File: src/rtl/video_pkg.sv
// Shared types for the video processor instruction path: opcodes, field widths,
// dataA layout and the dispatcher FSM encoding.
package video_pkg;

  localparam int OPCODE_W = 4;
  localparam int TARGET_W = 14;
  localparam int DATA_W   = 32;
  localparam int CMD_W    = OPCODE_W + TARGET_W + DATA_W;

  localparam logic [OPCODE_W-1:0] OP_WR_REG = 4'h0;
  localparam logic [OPCODE_W-1:0] OP_WR_MEM = 4'h1;

  // dataA = {14'b0, target, opcode}
  localparam int DA_OP_LSB  = 0;
  localparam int DA_TGT_LSB = DA_OP_LSB + OPCODE_W;

  typedef enum logic [1:0] {
    ST_IDLE  = 2'd0,
    ST_CHECK = 2'd1,
    ST_ISSUE = 2'd2,
    ST_GAP   = 2'd3
  } state_t;

  typedef struct packed {
    logic [OPCODE_W-1:0] opcode;
    logic [TARGET_W-1:0] target;
    logic [DATA_W-1:0]   data;
  } cmd_t;

  function automatic logic [31:0] pack_data_a(input logic [OPCODE_W-1:0] op,
                                              input logic [TARGET_W-1:0] tgt);
    logic [31:0] w;
    w = '0;
    w[DA_OP_LSB +: OPCODE_W]  = op;
    w[DA_TGT_LSB +: TARGET_W] = tgt;
    return w;
  endfunction

  function automatic logic is_legal(input logic [OPCODE_W-1:0] op);
    return (op == OP_WR_REG) || (op == OP_WR_MEM);
  endfunction

endpackage

File: src/rtl/cmd_fifo.sv
// Synchronous command FIFO with first-word-fall-through head; 0-cycle read latency.
// Push is ignored when full and pop when empty; simultaneous push and pop are allowed.
module cmd_fifo #(
  parameter int DEPTH = 8,
  parameter int W     = 50
) (
  input  logic         clk,
  input  logic         reset,
  input  logic         push,
  input  logic [W-1:0] wr_dat,
  input  logic         pop,
  output logic [W-1:0] head,
  output logic         full,
  output logic         empty
);

  localparam int AW = (DEPTH > 1) ? $clog2(DEPTH) : 1;

  logic [W-1:0] mem [DEPTH];
  logic [AW:0]  wr_ptr;
  logic [AW:0]  rd_ptr;
  logic         push_ok;
  logic         pop_ok;

  assign push_ok = push && !full;
  assign pop_ok  = pop && !empty;

  // Extra pointer bit distinguishes full from empty when the indices match.
  assign empty = (wr_ptr == rd_ptr);
  assign full  = (wr_ptr[AW] != rd_ptr[AW]) && (wr_ptr[AW-1:0] == rd_ptr[AW-1:0]);
  assign head  = mem[rd_ptr[AW-1:0]];

  always_ff @(posedge clk or posedge reset) begin
    if (reset) begin
      wr_ptr <= '0;
      rd_ptr <= '0;
    end else begin
      if (push_ok) wr_ptr <= wr_ptr + (AW+1)'(1);
      if (pop_ok)  rd_ptr <= rd_ptr + (AW+1)'(1);
    end
  end

  always_ff @(posedge clk) begin
    if (push_ok) mem[wr_ptr[AW-1:0]] <= wr_dat;
  end

endmodule

File: src/rtl/instruction_dispatcher.sv
// Buffers host commands and issues them as dataA/dataB + one-cycle wr_en, 3 cycles after a push into an
// empty FIFO; holds while printing_screen is set; cmd_ready = !full. DISPATCH_STATS_EN adds stat counters.
module instruction_dispatcher
  import video_pkg::*;
#(
  parameter int FIFO_DEPTH = 8,
  parameter int GAP_CYCLES = 4
) (
  input  logic        clk,
  input  logic        reset,
  input  logic        cmd_valid,
  output logic        cmd_ready,
  input  logic [3:0]  cmd_opcode,
  input  logic [13:0] cmd_target,
  input  logic [31:0] cmd_data,
  input  logic        printing_screen,
  output logic [31:0] dataA,
  output logic [31:0] dataB,
  output logic        wr_en,
  output logic        busy,
`ifdef DISPATCH_STATS_EN
  output logic [15:0] stat_issued,
  output logic [15:0] stat_stall,
`endif
  output logic        err_illegal
);

  localparam logic [7:0] GAP_INIT = (GAP_CYCLES > 0) ? 8'(GAP_CYCLES - 1) : 8'd0;

  logic   scr_meta;
  logic   scr_s;
  cmd_t   wr_cmd;
  cmd_t   head;
  logic   full;
  logic   empty;
  logic   push;
  logic   pop;
  logic   head_legal;
  state_t state;
  state_t state_nxt;
  logic [7:0] gap_cnt;

  // Reset to 1 so nothing issues until the synchronizer has sampled the real flag.
  always_ff @(posedge clk or posedge reset) begin
    if (reset) begin
      scr_meta <= 1'b1;
      scr_s    <= 1'b1;
    end else begin
      scr_meta <= printing_screen;
      scr_s    <= scr_meta;
    end
  end

  assign cmd_ready  = !full;
  assign push       = cmd_valid && !full;
  assign wr_cmd     = {cmd_opcode, cmd_target, cmd_data};
  assign head_legal = is_legal(head.opcode);
  assign busy       = (state != ST_IDLE) || !empty;

  cmd_fifo #(
    .DEPTH (FIFO_DEPTH),
    .W     (CMD_W)
  ) u_cmd_fifo (
    .clk    (clk),
    .reset  (reset),
    .push   (push),
    .wr_dat (wr_cmd),
    .pop    (pop),
    .head   (head),
    .full   (full),
    .empty  (empty)
  );

  always_ff @(posedge clk or posedge reset) begin
    if (reset) state <= ST_IDLE;
    else       state <= state_nxt;
  end

  always_comb begin
    state_nxt = state;
    pop       = 1'b0;
    case (state)
      ST_IDLE: begin
        if (!empty) state_nxt = ST_CHECK;
      end
      ST_CHECK: begin
        if (!head_legal) begin
          pop       = 1'b1;
          state_nxt = ST_IDLE;
        end else if (!scr_s) begin
          state_nxt = ST_ISSUE;
        end
      end
      ST_ISSUE: begin
        pop       = 1'b1;
        state_nxt = (GAP_CYCLES > 0) ? ST_GAP : ST_IDLE;
      end
      ST_GAP: begin
        if (gap_cnt == 8'd0) state_nxt = ST_IDLE;
      end
      default: state_nxt = ST_IDLE;
    endcase
  end

  always_ff @(posedge clk or posedge reset) begin
    if (reset) begin
      gap_cnt <= 8'd0;
    end else if (state == ST_ISSUE) begin
      gap_cnt <= GAP_INIT;
    end else if ((state == ST_GAP) && (gap_cnt != 8'd0)) begin
      gap_cnt <= gap_cnt - 8'd1;
    end
  end

  // The strobe and its data words leave ISSUE together on the same edge as the pop.
  always_ff @(posedge clk or posedge reset) begin
    if (reset) begin
      dataA       <= 32'd0;
      dataB       <= 32'd0;
      wr_en       <= 1'b0;
      err_illegal <= 1'b0;
    end else begin
      wr_en       <= (state == ST_ISSUE);
      err_illegal <= (state == ST_CHECK) && !head_legal;
      if (state == ST_ISSUE) begin
        dataA <= pack_data_a(head.opcode, head.target);
        dataB <= head.data;
      end
    end
  end

`ifdef DISPATCH_STATS_EN
  always_ff @(posedge clk or posedge reset) begin
    if (reset) begin
      stat_issued <= 16'd0;
      stat_stall  <= 16'd0;
    end else begin
      if ((state == ST_ISSUE) && (stat_issued != 16'hffff))
        stat_issued <= stat_issued + 16'd1;
      if ((state == ST_CHECK) && scr_s && (stat_stall != 16'hffff))
        stat_stall <= stat_stall + 16'd1;
    end
  end
`endif

endmodule
File: config.mk
export PLATFORM = sky130hd
export DESIGN_NAME = instruction_dispatcher
export DESIGN_NICKNAME = d
export VERILOG_FILES = /design/src/rtl/video_pkg.sv /design/src/rtl/cmd_fifo.sv /design/src/rtl/instruction_dispatcher.sv
export SDC_FILE = /design/constraint.sdc
export NUM_CORES = 1
export LEC_CHECK = 0
export BUFFER_PORTS_ARGS = -buffer_cell sky130_fd_sc_hd__buf_4
export CAP_MARGIN = 5
export CORE_MARGIN = 5
export CORE_UTILIZATION = 54
export DETAILED_ROUTE_END_ITERATION = 12
export GPL_TIMING_DRIVEN = 0
export PLACE_DENSITY = 0.77
export SLEW_MARGIN = 10
export SYNTH_ARGS = -nofsm -noshare
export SYNTH_HDL_FRONTEND = slang
export SYNTH_SLANG_ARGS = --single-unit
export TNS_END_PERCENT = 20
File: constraint.sdc
create_clock -name clk -period 5.1 [get_ports clk]
set_input_delay 0.51 -clock clk [delete_from_list [all_inputs] [get_ports clk]]
set_output_delay 0.51 -clock clk [all_outputs]
set_load 0.01 [all_outputs]
==> flow_summary.yaml, run 1 <==
outcome:
  status: "finished, final reports clean"
routing:
  vias_per_cell: 5.797
  wirelength_um: 37630
  detailedRoute.firstPassIterationCount: 5
  initialDrtViolationCount: 742
  wl_met2_um: 18800
  dr.max_layer_used: "met5"
  route.met3.wl_um: 2501
  ant_nets: 0
  detail_route.wirelength.met1_um: 15540
  avgRoutedWirePerCell_um: 24.38
  post-route-drc-count: 0
  route.vias.total: 8945
place:
  gp_routability_congestion: 0.7327
  post_dp_cell_area_mm2: 0.01991
  placement.setup.worst_slack_ps: 1931
  post_dp_hpwl_um: 23840
  dp.cells: 1454
  io_buffers: 107
synthesis:
  synth.lib_cells_used.distinct: 43
  ys.flop_type: "sky130_fd_sc_hd__edfxtp_1"
  synthesis.area_per_instance_um2: 20.71
  yosys_register_bits: 472
  synth_sequential_area_ratio_pct: 76.86
  yosysWarningCount: 0
  netlist_instances: 868
  post_synth_edffs: 400
  asyncSetResetFlopFracSynth_pct: 15.25
  synthesis.area_mm2: 0.01798
cells_and_area:
  fraction_of_final_layout_cells_with_drive_strength_greater_than_1_pct: 31.55
  final_cell_count_no_fill: 1543
  signed_area_change_from_the_synthesized_netlist_to_the_final_layout_pct: 19.04
  layout.cells.most_common: "sky130_fd_sc_hd__edfxtp_1"
  fillCellCount: 2183
  finalNetCount: 1125
  post-route-cell-area_mm2: 0.02140
  layout_common_cells: "400 x sky130_fd_sc_hd__edfxtp_1, 124 x sky130_fd_sc_hd__buf_4, 100 x sky130_fd_sc_hd__mux4_2, 70 x sky130_fd_sc_hd__dfrtp_1, 61 x sky130_fd_sc_hd__nor2_1"
  utilization_pct: 65.44
power:
  static-leakage-power_nw: 7.524
  vdd_ir_drop_max_mv: 0.3681
  power_per_cell_area_mw_per_mm2: 582.6
  overall_power_mw: 12.47
sta:
  setup_viol: 0
  final_period_minus_worst_setup_slack_ps: 3142
  maxSlewViolCount: 0
  rsz0062_at_grt: "false"
  maxClockFrequency_mhz: 318.3
  worst_slack_ps: 1958
  timing_worst_slew_pin_value_ps: 1072
  finalHoldViolCount: 0
  max_transition_margin_pct: 28.52
  fin_skew_ps: 18.66
  finalCritPeriodShare_pct: 61.60
setup_path:
  worstPathArrival_ps: 3390
  critPathMaxFanout: 23
  worst_r2r_dst: "u_cmd_fifo.mem[5][37]"
  critPathCapture: "u_cmd_fifo.mem[5][37]"
  cp-end-kind: "flop"
  type_of_the_worst_setup_path: "reg2reg"
  critical_path_startpoint: "u_cmd_fifo.wr_ptr[2]"
  crit_path_start_kind: "flop"
  critical_path_required_ps: 5350
  depth_of_the_most_critical_reg_to_reg_path: 8
  reg2reg_slack_ps: 1960
  worst_r2r_startpoint: "u_cmd_fifo.wr_ptr[2]"
global_route:
  grt_start_max_net_pins: 56
  grt_use_total_pct: 20.94
  grt_first_pass_wirelength_um: 57580
  first_global_vias: 9359
  globalRoute.totalOverflow: 0
  antenna_found_initial: 2
die:
  io-pin-count: 122
  initial_utilization_pct: 54.97
  fp.dieW_um: 192.5
  core.rowCount: 66
  die-area_mm2: 0.03704
  floorplan.die.height_um: 192.5
  core-area_mm2: 0.03270
min_path:
  hold_path.startpoint: "printing_screen"
  hold_depth: 1
  min_path_type: "in2reg"
clock_tree:
  insertion_delay_ps: 560
  numCtsBuffers: 47
  tritoncts: "done"
  max-clock-path-buffers: 3
  post-cts-setup-buffer-count: 0
  clock_tree.htree_level_count: 2
  cts-root-buf: "sky130_fd_sc_hd__clkbuf_16"
  cts.sink_count: 472
  path_clk_slew_ps: 60
job:
  timing.max_cap.violations: 0
## report_power, final
part / internal, mW / switching, mW / total [mW] / leakage (nW)
combinational: 1.78 / 2.14 / 3.92 / 2.34
sequential: 4.98 / 0.272 / 5.26 / 4.45
clock: 1.91 / 1.38 / 3.29 / 0.728
total: 8.68 / 3.79 / 12.5 / 7.52
## cell usage after synthesis, types with 2 or more instances
cell type | instances | area [um^2]
sky130_fd_sc_hd__nand3_1 | 4 | 20.02
sky130_fd_sc_hd__xor2_1 | 9 | 78.83
sky130_fd_sc_hd__buf_1 | 7 | 26.28
sky130_fd_sc_hd__nand2_1 | 5 | 18.77
sky130_fd_sc_hd__nand2b_1 | 3 | 18.77
sky130_fd_sc_hd__o211ai_2 | 2 | 25.02
sky130_fd_sc_hd__dfrtp_1 | 70 | 1752
sky130_fd_sc_hd__mux4_2 | 100 | 2252
sky130_fd_sc_hd__and3_1 | 2 | 12.51
sky130_fd_sc_hd__edfxtp_1 | 400 | 12010
sky130_fd_sc_hd__mux2i_1 | 49 | 490.5
sky130_fd_sc_hd__buf_2 | 14 | 70.07
sky130_fd_sc_hd__a21oi_1 | 50 | 250.2
sky130_fd_sc_hd__inv_1 | 7 | 26.28
sky130_fd_sc_hd__clkbuf_1 | 20 | 75.07
sky130_fd_sc_hd__ha_1 | 9 | 112.6
sky130_fd_sc_hd__dfstp_2 | 2 | 52.55
sky130_fd_sc_hd__nor2_1 | 67 | 251.5
sky130_fd_sc_hd__nor4_1 | 3 | 18.77
sky130_fd_sc_hd__buf_4 | 14 | 105.1
sky130_fd_sc_hd__xnor2_1 | 8 | 70.07
sky130_fd_sc_hd__nor3_1 | 2 | 10.01
## cell type report
type                       count  area (um^2)  area share, %
antenna                        1        2.502        0.01169
buffer                        56        287.8          1.345
clock buffer                  63         1277          5.970
clock inverter                24        198.9         0.9297
inverter                       7        28.78         0.1345
multi-input combinational    346         3956          18.49
sequential                   472        13820          64.56
tap                          442        553.0          2.584
timing repair buffer         132         1279          5.976
## critical path, cell delays in order, from the launching register on
cell	delay, ps
sky130_fd_sc_hd__dfrtp_1	320
sky130_fd_sc_hd__buf_1	360
sky130_fd_sc_hd__xor2_1	260
sky130_fd_sc_hd__or4b_2	250
sky130_fd_sc_hd__nand2_1	130
sky130_fd_sc_hd__or2_2	400
sky130_fd_sc_hd__nor2_4	690
sky130_fd_sc_hd__buf_16	250
sky130_fd_sc_hd__buf_16	170
## per-layer routing
metal / vias to the layer above / track usage [%]
met1: 4712 / 29.87
met3: 60 / 4.016
met4: 2 / 5.266
li1: 3846 / -
met5: - / 0
met2: 325 / 34.06
## repair_timing
| action | CTS | global route |
|---|---|---|
| hold endpoints to repair | 17 | 0 |
| hold buffers | 1 | 0 |
| gates resized for setup | 0 | 0 |
| setup endpoints to repair | 0 | 0 |
## stage by stage
stage	setup TNS [ps]	hold WS, ps
global route	0	58.80
floorplan	0	345.2
global placement	-481030	347.4
CTS	0	59.93
finish	0	78.90
detailed placement	0	348.8
## registers in the layout, indices dropped and copies added, names as in the netlist, named ones only
register / flops
scr_meta: 1
u_cmd_fifo.rd_ptr: 4
dataB: 32
state: 1
gap_cnt: 8
u_cmd_fifo.wr_ptr: 4
wr_en: 1
scr_s: 1
err_illegal: 1
u_cmd_fifo.mem: 400
dataA: 18
## worst min path at each step
stage / slack (ps) / endpoint
after detailed placement: 350 / scr_s
final: 80 / scr_meta
after global placement: 350 / scr_s
after floorplan: 350 / scr_s
after CTS: 60 / scr_meta
after global routing: 60 / scr_meta
## cell families (layout without fill, tap and decap cells)
logic type,count (synthesis),in the layout,synth area share (%)
DFF,472,472,76.86
muxes,153,153,15.58
and+or+nand+nor,92,92,2.207
buffers and inverters,63,282,1.747
AOI/OAI and AO/OA,61,61,2.130
xor gates and xnor gates,17,17,0.8283
adders and majority gates,9,9,0.6264
other,1,15,0.02086
(Power assumes the default switching activity.)
==> run 2: changes to the inputs <==
CORE_UTILIZATION = 55   (was 54)
PLACE_DENSITY = 0.76   (was 0.77)
clock period = 3.1 ns   (was 5.1 ns; I/O delays follow)
==> run 2 against run 1 <==
  * Maximum frequency up 9.2%
  * Design area is 3.6% higher
  * Clock power rose by 84%
  * Hold slack better by 5.1 ps
  * Flip-flop and latch count is the same
  * Via count is 0.12% lower
  * Register-to-register slack got worse by 1700 ps
  * Non-clock buffer count up 50
  * Clock-buffer cell count grew 2
  * Cell count increased by 3.3%
  * Largest cell class unchanged
  * Largest power group unchanged
  * Highest routed layer is now met4
==> flow_summary.yaml, run 2 (synthesis results as in run 1) <==
routing:
  detailedRoute.firstPassIterationCount: 6
  vias_per_cell: 5.605
  ant_nets: 0
  route.vias.total: 8934
  post-route-drc-count: 0
  wirelength_um: 36810
  initialDrtViolationCount: 765
  avgRoutedWirePerCell_um: 23.09
clock_tree:
  max-clock-path-buffers: 3
  path_clk_slew_ps: 60
  clock_tree.htree_level_count: 2
  tritoncts: "done"
  cts.sink_count: 472
  numCtsBuffers: 48
  insertion_delay_ps: 550
  cts-root-buf: "sky130_fd_sc_hd__clkbuf_16"
die:
  core.rowCount: 66
  initial_utilization_pct: 55.53
  fp.dieW_um: 190.8
  floorplan.die.height_um: 190.8
  io-pin-count: 122
  die-area_mm2: 0.03640
  core-area_mm2: 0.03237
setup_path:
  worst_path_max_delay_cell: "sky130_fd_sc_hd__dfrtp_1"
  cp_num_buf_inv: 3
  crit_cells: 8
  worst_r2r_dst: "u_cmd_fifo.mem[0][44]"
  depth_of_the_most_critical_reg_to_reg_path: 8
  crit_path_start_kind: "flop"
  critical_path.max_stage_delay_ps: 500
  cpLargestDelayFamily: "simple AND/OR/NAND/NOR gates"
  worstPathArrival_ps: 3120
  reg2reg_slack_ps: 220
  crit_path_frequent_cell: "sky130_fd_sc_hd__buf_8"
  worst_r2r_startpoint: "u_cmd_fifo.rd_ptr[1]"
  cp-end-kind: "flop"
  timing.critical_path.cells: "buf_6 -> xor2_1 -> or4b_2 -> nand2_1 -> or2_2 -> nor3_4 -> buf_8 -> buf_8"
  critPathMaxFanout: 14
  type_of_the_worst_setup_path: "reg2reg"
  critical_path_required_ps: 3340
cells_and_area:
  layout.cells.most_common: "sky130_fd_sc_hd__edfxtp_1"
  post-route-cell-area_mm2: 0.02218
  fraction_of_final_layout_cells_with_drive_strength_greater_than_1_pct: 31.68
  finalNetCount: 1176
  largest_register_ffs: 400
  final_cell_count_no_fill: 1594
  layout_common_cells: "400 x sky130_fd_sc_hd__edfxtp_1, 122 x sky130_fd_sc_hd__buf_4, 100 x sky130_fd_sc_hd__mux4_2, 70 x sky130_fd_sc_hd__dfrtp_1, 61 x sky130_fd_sc_hd__nor2_1"
  utilization_pct: 68.51
  signed_area_change_from_the_synthesized_netlist_to_the_final_layout_pct: 23.37
  number_of_diodes_added_for_antenna_fixing: 0
sta:
  fin_tns_setup_ps: 0
  maxSlewViolCount: 0
  rsz0062_at_grt: "false"
  final_period_minus_worst_setup_slack_ps: 2876
  fin_skew_ps: 16.72
  finalHoldViolCount: 0
  finalCritPeriodShare_pct: 92.77
  worst_slack_ps: 224.1
  maxClockFrequency_mhz: 347.7
  hold-worst-slack_ps: 84.01
  max_transition_margin_pct: 39.58
  setup_viol: 0
  timing_worst_slew_pin_value_ps: 894.6
min_path:
  hold_path.startpoint: "cmd_valid"
  min_path_type: "in2reg"
  timing.hold.worst_endpoint: "u_cmd_fifo.wr_ptr[2]"
  hold_depth: 3
global_route:
  globalRoute.totalOverflow: 0
  first_global_vias: 9397
  grt_use_total_pct: 20.82
  grt_start_max_net_pins: 52
  grt_first_pass_wirelength_um: 57100
  antenna_found_initial: 0
place:
  post_dp_hpwl_um: 22930
  post_dp_cell_area_mm2: 0.01994
  io_buffers: 107
  gp_routability_congestion: 0.7140
  placement.setup.worst_slack_ps: 124.9
  dp.cells: 1452
power:
  overall_power_mw: 21.19
  static-leakage-power_nw: 7.866
  vdd_ir_drop_max_mv: 0.5701
  power_per_cell_area_mw_per_mm2: 955.3
job:
  timing.max_cap.violations: 0
outcome:
  status: "finished, final reports clean"
## run 2: cell types whose count changed in the layout (fill, tap and decap cells not counted), sizes merged
| cell | previous run | this run |
|---|---|---|
| dlygate4sd3 | 1 | 52 |
| buf | 167 | 165 |
| clkbuf | 83 | 86 |
| clkinv | 20 | 13 |
| diode | 1 | 0 |
| bufinv | 3 | 7 |
| clkinvlp | 0 | 2 |
| inv | 8 | 9 |
## run 2: how the worst max path moves through the flow
stage	endpoint	start	slack [ps]
floorplan	u_cmd_fifo.mem[0][0]	u_cmd_fifo.wr_ptr[0]	-720
global placement	u_cmd_fifo.mem[6][18]	u_cmd_fifo.rd_ptr[1]	-2870
detailed placement	u_cmd_fifo.mem[3][18]	u_cmd_fifo.wr_ptr[0]	120
CTS	u_cmd_fifo.mem[3][4]	u_cmd_fifo.wr_ptr[0]	120
global route	u_cmd_fifo.mem[0][1]	u_cmd_fifo.rd_ptr[1]	20
finish	u_cmd_fifo.mem[0][44]	u_cmd_fifo.rd_ptr[1]	220
## run 2: power breakdown
| part | switching, mW | internal (mW) |
|---|---|---|
| sequential | 0.449 | 8.20 |
| combinational | 3.48 | 2.99 |
| clock | 2.35 | 3.72 |
## run 2: final cells by class
class                   count  area (um^2)
fillers                  2084        10190
clock inverters            24        317.8
flip-flops and latches    472        13820
repair buffers            182         1824
well taps                 442        553.0
multi-input cells         346         3963
clock buffers              65         1385
plain buffers              56        289.0
inverters                   7        28.78
## run 2: what timing repair did
item / 4_1_cts / 5_1_grt
hold buffers: 52 / 0
buffers inserted: 0 / 1
setup endpoints to repair: 0 / 31
gates resized for setup: 0 / 1
endpoints found under the hold margin: 422 / 0
## run 2: worst min-delay path: stages
cell                      delay (ps)
sky130_fd_sc_hd__buf_4           130
sky130_fd_sc_hd__nand3_1          80
sky130_fd_sc_hd__xnor2_1          60
## run 2: metal layers
metal / GRT usage (%) / share of wire (%) / up-vias
met1: 29.97 / 43 / 4658
met2: 34.56 / 50 / 281
li1: - / - / 3936
met3: 2.948 / 5.3 / 59
met4: 5.028 / 1.8 / 0
met5: 0 / 0 / -
==> run 3: changes to the inputs <==
CORE_UTILIZATION = 40   (was 55)
PLACE_DENSITY = 0.59   (was 0.76)
==> run 3 against run 2 <==
  * Sequential share of layout area stayed put
  * Worst setup slack got worse by 93 ps
  * Critical path type unchanged
  * Utilization is 18 points lower
==> flow_summary.yaml, run 3 (synthesis results as in run 1) <==
place:
  gp_routability_congestion: 0.7113
  dp.cells: 1602
  placement.setup.worst_slack_ps: -56.70
  post_dp_hpwl_um: 24670
  io_buffers: 107
sta:
  max_transition_margin_pct: 35.07
  finalHoldViolCount: 0
  rsz0062_at_grt: "false"
  hold-worst-slack_ps: 55.83
  finalCritPeriodShare_pct: 95.77
  fin_skew_ps: 13.28
  timing_worst_slew_pin_value_ps: 974.0
  maxSlewViolCount: 0
  setup_viol: 0
  worst_slack_ps: 131.2
  maxClockFrequency_mhz: 336.8
  final_period_minus_worst_setup_slack_ps: 2969
clock_tree:
  tritoncts: "done"
  cts.sink_count: 472
  max-clock-path-buffers: 3
  path_clk_slew_ps: 60
  insertion_delay_ps: 560
  numCtsBuffers: 48
  cts-root-buf: "sky130_fd_sc_hd__clkbuf_16"
  clock_tree.htree_level_count: 2
die:
  floorplan.die.height_um: 222.0
  initial_utilization_pct: 40.56
  fp.dieW_um: 222.0
  core-area_mm2: 0.04432
  die-area_mm2: 0.04928
  io-pin-count: 122
  core.rowCount: 77
global_route:
  globalRoute.totalOverflow: 0
  grt_start_max_net_pins: 52
  antenna_found_initial: 1
  first_global_vias: 9620
  grt_first_pass_wirelength_um: 60220
  grt_use_total_pct: 15.98
routing:
  post-route-drc-count: 0
  vias_per_cell: 5.081
  detailedRoute.firstPassIterationCount: 5
  wirelength_um: 38900
  route.vias.total: 8891
  avgRoutedWirePerCell_um: 22.23
  initialDrtViolationCount: 665
  ant_nets: 0
power:
  switchingPower_mw: 6.293
  switching_share_pct: 30.55
  power_per_cell_area_mw_per_mm2: 929.0
  comb_power_share_pct: 31.7
  vdd_ir_drop_max_mv: 0.5387
  static-leakage-power_nw: 7.790
  power.share.clock_pct: 26.4
  seqPwrFrac_pct: 41.9
  cellInternalPower_mw: 14.31
cells_and_area:
  layout.cells.most_common: "sky130_fd_sc_hd__edfxtp_1"
  fillCellCount: 3680
  layout_common_cells: "400 x sky130_fd_sc_hd__edfxtp_1, 130 x sky130_fd_sc_hd__buf_4, 100 x sky130_fd_sc_hd__mux4_2, 70 x sky130_fd_sc_hd__dfrtp_1, 61 x sky130_fd_sc_hd__nor2_1"
  final_cell_count_no_fill: 1750
  largest_register_ffs: 400
  signed_area_change_from_the_synthesized_netlist_to_the_final_layout_pct: 23.37
  finalNetCount: 1184
  utilization_pct: 50.04
  fraction_of_final_layout_cells_with_drive_strength_greater_than_1_pct: 30.92
  number_of_diodes_added_for_antenna_fixing: 0
min_path:
  min_path_type: "in2reg"
setup_path:
  type_of_the_worst_setup_path: "reg2reg"
  depth_of_the_most_critical_reg_to_reg_path: 8
  worst_r2r_dst: "u_cmd_fifo.mem[7][22]"
  reg2reg_slack_ps: 130
  worst_r2r_startpoint: "u_cmd_fifo.wr_ptr[2]"
  critPathCapture: "u_cmd_fifo.mem[7][22]"
  critical_path_startpoint: "u_cmd_fifo.wr_ptr[2]"
  worstPathArrival_ps: 3280
  critical_path_required_ps: 3410
  critPathMaxFanout: 16
  cp-end-kind: "flop"
  crit_path_start_kind: "flop"
outcome:
  status: "finished, final reports clean"
job:
  timing.max_cap.violations: 0
## run 3: power groups by stage
| stage | registers, mW | logic (mW) | clock network [mW] |
|---|---|---|---|
| after floorplan | 8.85 | 3.95 | 0 |
| after global placement | 8.85 | 6.16 | 0 |
| after detailed placement | 8.78 | 6.59 | 0 |
| after CTS | 8.66 | 6.69 | 5.57 |
| after global routing | 8.75 | 7.13 | 5.86 |
| final | 8.64 | 6.53 | 5.43 |
## run 3: final cells by class
class	count	area (um^2)	share of cell area, %
flip-flops and latches	472	13820	62.30
multi-input cells	346	3963	17.87
repair buffers	190	1873	8.446
inverters	7	28.78	0.1298
clock inverters	25	171.4	0.7730
plain buffers	56	289.0	1.303
well taps	592	740.7	3.340
clock buffers	62	1295	5.840
## run 3: worst min path at each step
stage,from,end,cells past startpoint
2_1_floorplan,printing_screen,scr_meta,0
3_3_place_gp,scr_meta,scr_s,0
3_5_place_dp,reset,dataB[18],2
4_1_cts,cmd_valid,u_cmd_fifo.wr_ptr[2],3
5_1_grt,cmd_valid,u_cmd_fifo.wr_ptr[2],3
6_report,cmd_valid,u_cmd_fifo.wr_ptr[2],3
## run 3: layer usage
metal | up-vias | share of wire (%) | track usage [%]
li1 | 3965 | - | -
met3 | 42 | 4.8 | 3.297
met1 | 4678 | 45 | 22.77
met4 | 2 | 1.5 | 3.102
met5 | - | 0.018 | 0
met2 | 204 | 49 | 26.00
## run 3: repair_timing
item	4_1_cts	5_1_grt
setup endpoints to repair	7	74
hold buffers	52	0
buffers inserted	3	6
cloned	0	0
resized for setup	0	1
hold endpoints to repair	422	0
pin swaps	1	2
## run 3: through the flow
step           power (mW)  cell area (um^2)  setup TNS (ps)
6_report            20.60             22180               0
3_5_place_dp        15.37             20120          -389.4
5_1_grt             21.74             22180               0
2_1_floorplan       12.81             18040         -165150
3_3_place_gp        15.01             19590        -1035090
4_1_cts             20.91             22130               0
## run 3: critical path: stages (launching register included)
cell and delay [ps]:
sky130_fd_sc_hd__dfrtp_1 320, sky130_fd_sc_hd__buf_1 380, sky130_fd_sc_hd__xor2_1 150, sky130_fd_sc_hd__or4b_2 760
sky130_fd_sc_hd__nand3_1 360, sky130_fd_sc_hd__nor2_4 180, sky130_fd_sc_hd__buf_16 210, sky130_fd_sc_hd__buf_16 170
sky130_fd_sc_hd__buf_16 170
